`config.mk`:
```
export PLATFORM = sky130hd
export DESIGN_NAME = uart_mmio_fifo_bridge
export DESIGN_NICKNAME = d
export VERILOG_FILES = /design/src/rtl/uart_mmio_fifo_bridge.sv
export SDC_FILE = /design/constraint.sdc
export NUM_CORES = 1
export LEC_CHECK = 0
export BUFFER_PORTS_ARGS = -buffer_cell sky130_fd_sc_hd__clkbuf_2
export CAP_MARGIN = 20
export CORE_ASPECT_RATIO = 0.6
export CORE_UTILIZATION = 45
export DETAILED_ROUTE_END_ITERATION = 10
export MAX_ROUTING_LAYER = met4
export SYNTH_ARGS = -nofsm -noshare
export SYNTH_HDL_FRONTEND = slang
export SYNTH_SLANG_ARGS = --single-unit
```
`constraint.sdc`:
```
create_clock -name clk -period 6.7 [get_ports clk]
set_clock_uncertainty 0.05 [all_clocks]
set_input_delay 0.67 -clock clk [delete_from_list [all_inputs] [get_ports clk]]
set_output_delay 0.67 -clock clk [all_outputs]
set_load 0.02 [all_outputs]
```
`src/rtl/uart_mmio_fifo_bridge.sv`:
```
// MMIO bridge between the core data bus and the UART engines.
// It holds an RX FIFO and a TX FIFO, and a TX FSM feeds the transmitter through a start/busy handshake.
module uart_mmio_fifo_bridge #(
   parameter int DATA_W   = 8,
   parameter int RX_DEPTH = 8,
   parameter int TX_DEPTH = 8
) (
   input  logic              clk,
   input  logic              rst,
   input  logic [1:0]        bus_addr,
   input  logic              bus_we,
   input  logic              bus_re,
   input  logic [31:0]       bus_wdata,
   output logic [31:0]       bus_rdata,
   input  logic              rx_valid,
   input  logic [DATA_W-1:0] rx_data,
   input  logic              tx_busy,
   output logic              tx_start,
   output logic [DATA_W-1:0] tx_data,
   output logic              irq
);
   localparam int RAW = $clog2(RX_DEPTH);
   localparam int TAW = $clog2(TX_DEPTH);

   typedef enum logic [1:0] {IDLE, LOAD, WAIT_BUSY, WAIT_DONE} tx_state_t;

   typedef struct packed {
      logic tx_active;
      logic tx_ovf;
      logic rx_ovf;
      logic tx_full;
      logic tx_empty;
      logic rx_full;
      logic rx_nempty;
   } status_t;

   logic [DATA_W-1:0] rx_mem [RX_DEPTH];
   logic [DATA_W-1:0] tx_mem [TX_DEPTH];
   logic [RAW-1:0]    rx_wp, rx_rp;
   logic [TAW-1:0]    tx_wp, tx_rp;
   logic [RAW:0]      rx_cnt;
   logic [TAW:0]      tx_cnt;
   logic              rx_ovf, tx_ovf, rx_irq_en, tx_irq_en;
   tx_state_t         state;
   status_t           status;

   logic wr_data, wr_stat, wr_ctrl, rd_data;
   logic rx_flush, tx_flush, rx_empty, rx_full, tx_empty, tx_full;
   logic rx_pop, rx_push, rx_drop, tx_pop, tx_push, tx_drop, tx_active;
   logic unused_wdata;

   assign wr_data  = bus_we && bus_addr == 2'd0;
   assign wr_stat  = bus_we && bus_addr == 2'd1;
   assign wr_ctrl  = bus_we && bus_addr == 2'd2;
   assign rd_data  = bus_re && bus_addr == 2'd0;
   assign rx_flush = wr_ctrl && bus_wdata[2];
   assign tx_flush = wr_ctrl && bus_wdata[3];

   assign rx_empty  = rx_cnt == '0;
   assign rx_full   = rx_cnt == (RAW+1)'(RX_DEPTH);
   assign tx_empty  = tx_cnt == '0;
   assign tx_full   = tx_cnt == (TAW+1)'(TX_DEPTH);
   assign tx_active = state != IDLE;

   // A pop in the same cycle frees the slot, so a full FIFO still accepts the push.
   assign rx_pop  = rd_data && !rx_empty;
   assign rx_push = rx_valid && (!rx_full || rx_pop);
   assign rx_drop = rx_valid && rx_full && !rx_pop;
   assign tx_pop  = state == LOAD;
   assign tx_push = wr_data && (!tx_full || tx_pop);
   assign tx_drop = wr_data && tx_full && !tx_pop;

   assign unused_wdata = ^bus_wdata;

   always_ff @(posedge clk) begin
      if (rx_push) rx_mem[rx_wp] <= rx_data;
      if (tx_push) tx_mem[tx_wp] <= bus_wdata[DATA_W-1:0];
   end

   always_ff @(posedge clk or posedge rst) begin
      if (rst) begin
         rx_wp <= '0; rx_rp <= '0; rx_cnt <= '0;
      end else if (rx_flush) begin
         rx_wp <= '0; rx_rp <= '0; rx_cnt <= '0;
      end else begin
         if (rx_push) rx_wp <= rx_wp + 1'b1;
         if (rx_pop)  rx_rp <= rx_rp + 1'b1;
         rx_cnt <= rx_cnt + (RAW+1)'(rx_push) - (RAW+1)'(rx_pop);
      end
   end

   always_ff @(posedge clk or posedge rst) begin
      if (rst) begin
         tx_wp <= '0; tx_rp <= '0; tx_cnt <= '0;
      end else if (tx_flush) begin
         tx_wp <= '0; tx_rp <= '0; tx_cnt <= '0;
      end else begin
         if (tx_push) tx_wp <= tx_wp + 1'b1;
         if (tx_pop)  tx_rp <= tx_rp + 1'b1;
         tx_cnt <= tx_cnt + (TAW+1)'(tx_push) - (TAW+1)'(tx_pop);
      end
   end

   always_ff @(posedge clk or posedge rst) begin
      if (rst) begin
         rx_ovf    <= 1'b0;
         tx_ovf    <= 1'b0;
         rx_irq_en <= 1'b0;
         tx_irq_en <= 1'b0;
      end else begin
         rx_ovf <= rx_drop || (rx_ovf && !(wr_stat && bus_wdata[4]));
         tx_ovf <= tx_drop || (tx_ovf && !(wr_stat && bus_wdata[5]));
         if (wr_ctrl) begin
            rx_irq_en <= bus_wdata[0];
            tx_irq_en <= bus_wdata[1];
         end
      end
   end

   // tx_data is captured on entry to LOAD, so it is valid for the whole tx_start cycle.
   // The head is popped when LOAD exits.
   always_ff @(posedge clk or posedge rst) begin
      if (rst) begin
         state    <= IDLE;
         tx_start <= 1'b0;
         tx_data  <= '0;
      end else begin
         tx_start <= 1'b0;
         case (state)
            IDLE:
               if (!tx_empty && !tx_busy && !tx_flush) begin
                  state    <= LOAD;
                  tx_start <= 1'b1;
                  tx_data  <= tx_mem[tx_rp];
               end
            LOAD:      state <= WAIT_BUSY;
            WAIT_BUSY: if (tx_busy)  state <= WAIT_DONE;
            WAIT_DONE: if (!tx_busy) state <= IDLE;
            default:   state <= IDLE;
         endcase
      end
   end

   always_comb begin
      status = '{tx_active: tx_active, tx_ovf: tx_ovf, rx_ovf: rx_ovf, tx_full: tx_full,
                 tx_empty: tx_empty, rx_full: rx_full, rx_nempty: !rx_empty};
   end

   always_comb begin
      bus_rdata = '0;
      case (bus_addr)
         2'd0: if (!rx_empty) bus_rdata[DATA_W-1:0] = rx_mem[rx_rp];
         2'd1: bus_rdata[6:0] = status;
         2'd2: bus_rdata[1:0] = {tx_irq_en, rx_irq_en};
         default: begin
            bus_rdata[RAW:0]     = rx_cnt;
            bus_rdata[8 +: TAW+1] = tx_cnt;
         end
      endcase
   end

   assign irq = (rx_irq_en && !rx_empty) || (tx_irq_en && tx_empty && !tx_active);
endmodule

```
Word-level counts from Yosys, hierarchy flattened
Memory sizes are Yosys's and may differ from the RTL's. A register that Yosys moved wholly into a read port is not among the register bits.
Cells that the tools add are included.
Widths: inputs -> output; s select.
- bits in registers: 27
- latch bits: 0
- bits in writable memories: 128
- memory bits (read-only): 0
- input port bits: 48
- output and inout bits: 42
- logic and storage cells: 108
- memories kept: 2
- memories (name ; depth ; bits a word ; read ports ; clocked after memory_dff ; wr ports ; RTL line ; source):
    rx_mem ; 8 ; 8 ; 1 ; 0 ; 1 ; 37 ; logic [DATA_W-1:0] rx_mem [RX_DEPTH];
    tx_mem ; 8 ; 8 ; 1 ; 1 ; 1 ; 38 ; logic [DATA_W-1:0] tx_mem [TX_DEPTH];
- add/subtract/negate cells: 8
- multiply operators: 0
- div/mod/pow operators: 0
- $lt $le $gt $ge: 0
- equality and inequality tests: 10
- shift-type cells: 0
- multiplexer cells: 26
- bitwise gates (word level): 0
- reduce and logical (&&, ||, !) cells: 50
- operators by type and width (kind ; count):
    $mux 3 ; 8
    $logic_and 1x1->1 ; 22
    $add 3x1->3 const B ; 4
    $mux 4 ; 3
    $pmux 2 s3 ; 2
    $logic_not 1->1 ; 11
    $reduce_bool 2->1 ; 5
    $add 4x1->4 ; 2
    $eq 4x4->1 const B ; 2
    $logic_not 4->1 ; 2
    $mux 8 ; 1
    $pmux 2 s4 ; 1
    $sub 4x1->4 ; 2
    $mux 1 ; 7
    $eq 2x2->1 const B ; 3
    $mux 2 ; 3
    $ne 2x2->1 const B ; 3
    $pmux 3 s2 ; 1
    $logic_or 1x1->1 ; 5
    $eq 2x1->1 const B ; 2
    $logic_not 2->1 ; 2
    $reduce_and 3->1 ; 1
    $reduce_or 3->1 ; 1
    $reduce_and 2->1 ; 1

Longest topological paths before layout
- depth in word-level cells: 8
- mapped depth: 12
- depth with buffers taken out: 12

Least setup slack after synthesis
OpenSTA, ideal clock, no wires.
- path type: reg-to-reg
- start point: register rx_cnt[2]
- end point: register rx_cnt[2]
- setup time: 0.132 ns
- arrival: 2.384 ns
- required time: 6.518 ns
- path slack: 4.134 ns
- stages on the path, launching flop included: 12
- buffers on the path: 0
- clock period less this slack: 2.566 ns
- cell sequence: dfrtp_1 inv_1 ha_1 or3b_2 nand3_1 inv_1 ha_1 inv_1 ha_1 fa_1 xnor2_1 nor2_1
- cells in the longest elaborated chain, start to end: 8
- ends and longest elaborated chain (item ; RTL line ; source):
    start: declaration ; 41 ; logic [RAW:0] rx_cnt;
    start signal: assignment ; 88 ; rx_cnt <= rx_cnt + (RAW+1)'(rx_push) - (RAW+1)'(rx_pop);
    $logic_not 4->1 ; 59 ; assign rx_empty = rx_cnt == '0;
    $logic_not 1->1 ; 66 ; assign rx_pop = rd_data && !rx_empty;
    $logic_and 1x1->1 ; 66 ;
    $logic_or 1x1->1 ; 67 ; assign rx_push = rx_valid && (!rx_full || rx_pop);
    $logic_and 1x1->1 ; 67 ;
    $add 4x1->4 ; 88 ;
    $sub 4x1->4 * ; 88 ;
    $mux 4 * ; 83 ; end else if (rx_flush) begin
Every way passes the cells marked *; elsewhere a longest branch is shown, timed or not.
A chain may end at the register's enable or synchronous reset.

Final worst setup path
- start point: register tx_cnt[2]
- end point: output bus_rdata[2]
- cells in the longest elaborated chain, start to end: 2
- ends and longest elaborated chain (item ; RTL line ; source):
    start: declaration ; 42 ; logic [TAW:0] tx_cnt;
    start signal: assignment ; 100 ; tx_cnt <= tx_cnt + (TAW+1)'(tx_push) - (TAW+1)'(tx_pop);
    $logic_not 4->1 ; 61 ; assign tx_empty = tx_cnt == '0;
    $pmux 2 s3 ; 151 ; case (bus_addr)
    end: declaration ; 14 ; output logic [31:0] bus_rdata,
Every way passes these cells.

==> impl_metrics.ini <==
[sta]
rsz0062_at_grt = false
tightest_slew_ns = 1.11
finalHoldViolations = 0
drv_slew = 0
timing.final.crit_share_pct = 49.1
finalSetupTns_ns = 0
relSlewSlack_pct = 26.1
setup_viol = 0
min_period_ns = 3.29
fmax_mhz = 304

[power_and_ir_drop]
p_seq_share_pct = 43.0
p_leak_nw = 3.00
internal-power_mw = 2.22
clockPowerShare_pct = 27.5
p_per_area_mw_per_mm2 = 415
ir_worst_vdd_mv = 0.208
swShare_pct = 33.5
p_comb_share_pct = 29.5
switchingPower_mw = 1.12

[yosys]
ys_top_cells_by_count = edfxtp_1, nor2_1, dfrtp_1
synth.top_cell.area_share_pct = 53.9
synth_area_leader_cell = edfxtp_1
async_flop_share_pct = 21.5
synth_cell_types = 51
avgSynthCellArea_um2 = 15.6
synth-seq-cells = 163
synth_area_mm2 = 0.00713
synth_edf_count = 128
ys_top_cells_by_area = edfxtp_1, dfrtp_1, mux4_2
synth_top_flop_cell = edfxtp_1
yosysMostFrequentCell = edfxtp_1
synthCells = 456
seq_area_frac_synth_pct = 66.2
yosys_warnings = 0

[drt]
wl_met2_mm = 5.95
viasPerCell = 5.34
drt-initial-drc-count = 226
routed.top_layer = met4
drtAntennaViolNets = 0
totalWireLength_mm = 14.3
dr_total_vias = 3857
wl_met3_um = 931
firstDrtPassIters = 4
wl_per_cell_um = 19.8
drc = 0
m1WireLength_mm = 7.33

[worst_setup_path]
reg2reg_from = state[1]
end_kind = primary output
r2r-end = tx_mem[6][1]
r2r_cells = 6
arrival_ns = 2.57
worstPathCellList = inv_1, ha_1, nor3b_1, mux2_2, a22o_1, clkbuf_2
start_kind = register
required_ns = 5.98
slowest_delay_ns = 0.88
r2r_slack_ns = 3.71
critPathMaxFanout = 4
critPathSlowestCell = nor3b_1
critical_path_class = reg -> out

[cts]
clkTransAtPathRegs_ns = 0.07
clockBufferDepth = 2
postCtsSetupRepairBufs = 0
ctsRootBufferMaster = clkbuf_16
cts_made_buffers = 17
clk_latency_ns = 0.42
cts_hold_buf = 0
cts_tree = yes
ctsResizeCount = 0
cts_sinks = 163
htreeDepth = 4

[global_routing]
grt_pass1_wl_mm = 22.4
grt_usage_pct = 19.7
grt_pass1_vias = 3787
grt_max_degree = 36
overflow = 0
antenna_found_initial = 0

[die]
dieArea_mm2 = 0.0164
die_h_um = 99.5
rows = 35
pin_count = 90
initial_core_util_pct = 46.2
chipWidth_um = 164
core_area_mm2 = 0.0154

[layout]
area_growth_pct = 12.9
drive_gt1_share_pct = 25.0
nNetsFinal = 576
diodes = 0
stdcell_area_mm2 = 0.00805

[worst_hold_path]
min-delay-path-class = in -> async

[place]
place.gp.congestion = 0.781
dpl.hpwl_mm = 9.72
place_area_mm2 = 0.00748
port_buffers = 45

[status]
status = finished clean

[run]
max_cap_viol_count = 0
state kept, by name, indices dropped and copies added (netlist names):
name / count
tx_data: 8
tx_wp: 3
rx_wp: 3
rx_ovf: 1
state: 2
rx_cnt: 4
tx_mem: 64
rx_rp: 3
tx_start: 1
tx_cnt: 4
rx_irq_en: 1
tx_ovf: 1
tx_irq_en: 1
rx_mem: 64
tx_rp: 3
how the worst max path moves through the flow:
| stage | cells past startpoint | startpoint | endpoint |
|---|---|---|---|
| 3_3_place_gp | 5 | bus_addr[1] | tx_mem[2][6] |
| 2_1_floorplan | 11 | rx_cnt[2] | rx_cnt[2] |
| 6_report | 6 | tx_cnt[2] | bus_rdata[2] |
| 4_1_cts | 6 | tx_cnt[2] | bus_rdata[2] |
| 3_5_place_dp | 5 | bus_addr[0] | tx_mem[2][6] |
| 5_1_grt | 5 | rx_rp[0] | bus_rdata[3] |
cells by family (layout without fill, tap and decap cells):
logic type	count (synthesis)	in the layout	share of synthesized area, %
compound gates	47	47	4.35
mux	54	54	12.2
flops	163	163	66.2
other cells	1	20	0.0526
fa+ha+maj	22	22	4.07
xor+xnor	10	10	1.23
buf+inv	54	98	4.23
simple gates	105	105	7.65
worst max-delay path: cells and delay by family, from the launching register on:
kind	cells	cell delay, ns
AO/OA/AOI/OAI	1	0.15
adder cells (fa/ha/maj)	1	0.16
buffers and inverters	2	0.26
flip-flops	1	0.37
multiplexers	1	0.33
AND/OR/NAND/NOR	1	0.88
layout make-up:
class                   count  area (µm²)
clock buffers              19         443
inverters                  16        60.1
multi-input cells         258        2190
fillers                  1284        7370
clock inverters            13         119
well taps                 203         254
flip-flops and latches    163        4720
repair buffers             50         263
cells in the final DEF, fill, tap and decap left out, types with 12 or more instances in the layout:
cell       Yosys  routed
a21oi_1       15      15
edfxtp_1     128     128
nand2_1       15      15
mux2i_1       17      17
conb_1         1      20
mux2_2        12      12
clkbuf_16      0      17
inv_1         16      16
nor2_1        45      45
ha_1          20      20
dfrtp_1       35      35
mux4_2        25      25
clkbuf_2       0      45
power groups by stage:
| stage | logic, mW | registers (mW) | clock network, mW |
|---|---|---|---|
| floorplan | 0.798 | 1.38 | 0 |
| global placement | 0.963 | 1.45 | 0 |
| detailed placement | 0.984 | 1.46 | 0 |
| CTS | 0.993 | 1.44 | 0.936 |
| global route | 1.10 | 1.46 | 0.976 |
| finish | 0.985 | 1.44 | 0.920 |
metrics by stage:
step                hold WS (ns)  power, mW  utilization (%)  setup WS [ns]  instances
global placement           0.435       2.41             48.5           3.41        690
finish                     0.276       3.34             52.2           3.41        722
CTS                        0.290       3.37             52.2           3.42        722
floorplan                  0.416       2.18                -           4.13        475
global route               0.338       3.54             52.2           3.30        722
detailed placement         0.443       2.44             48.5           3.38        690
metal layers:
metal	vias to the layer above	GRT usage (%)
met5	-	-
met4	0	4.87
met3	11	5.09
met2	122	25.2
met1	1946	30.8
li1	1778	-
No activity file was read; power rests on OpenSTA's default activity.
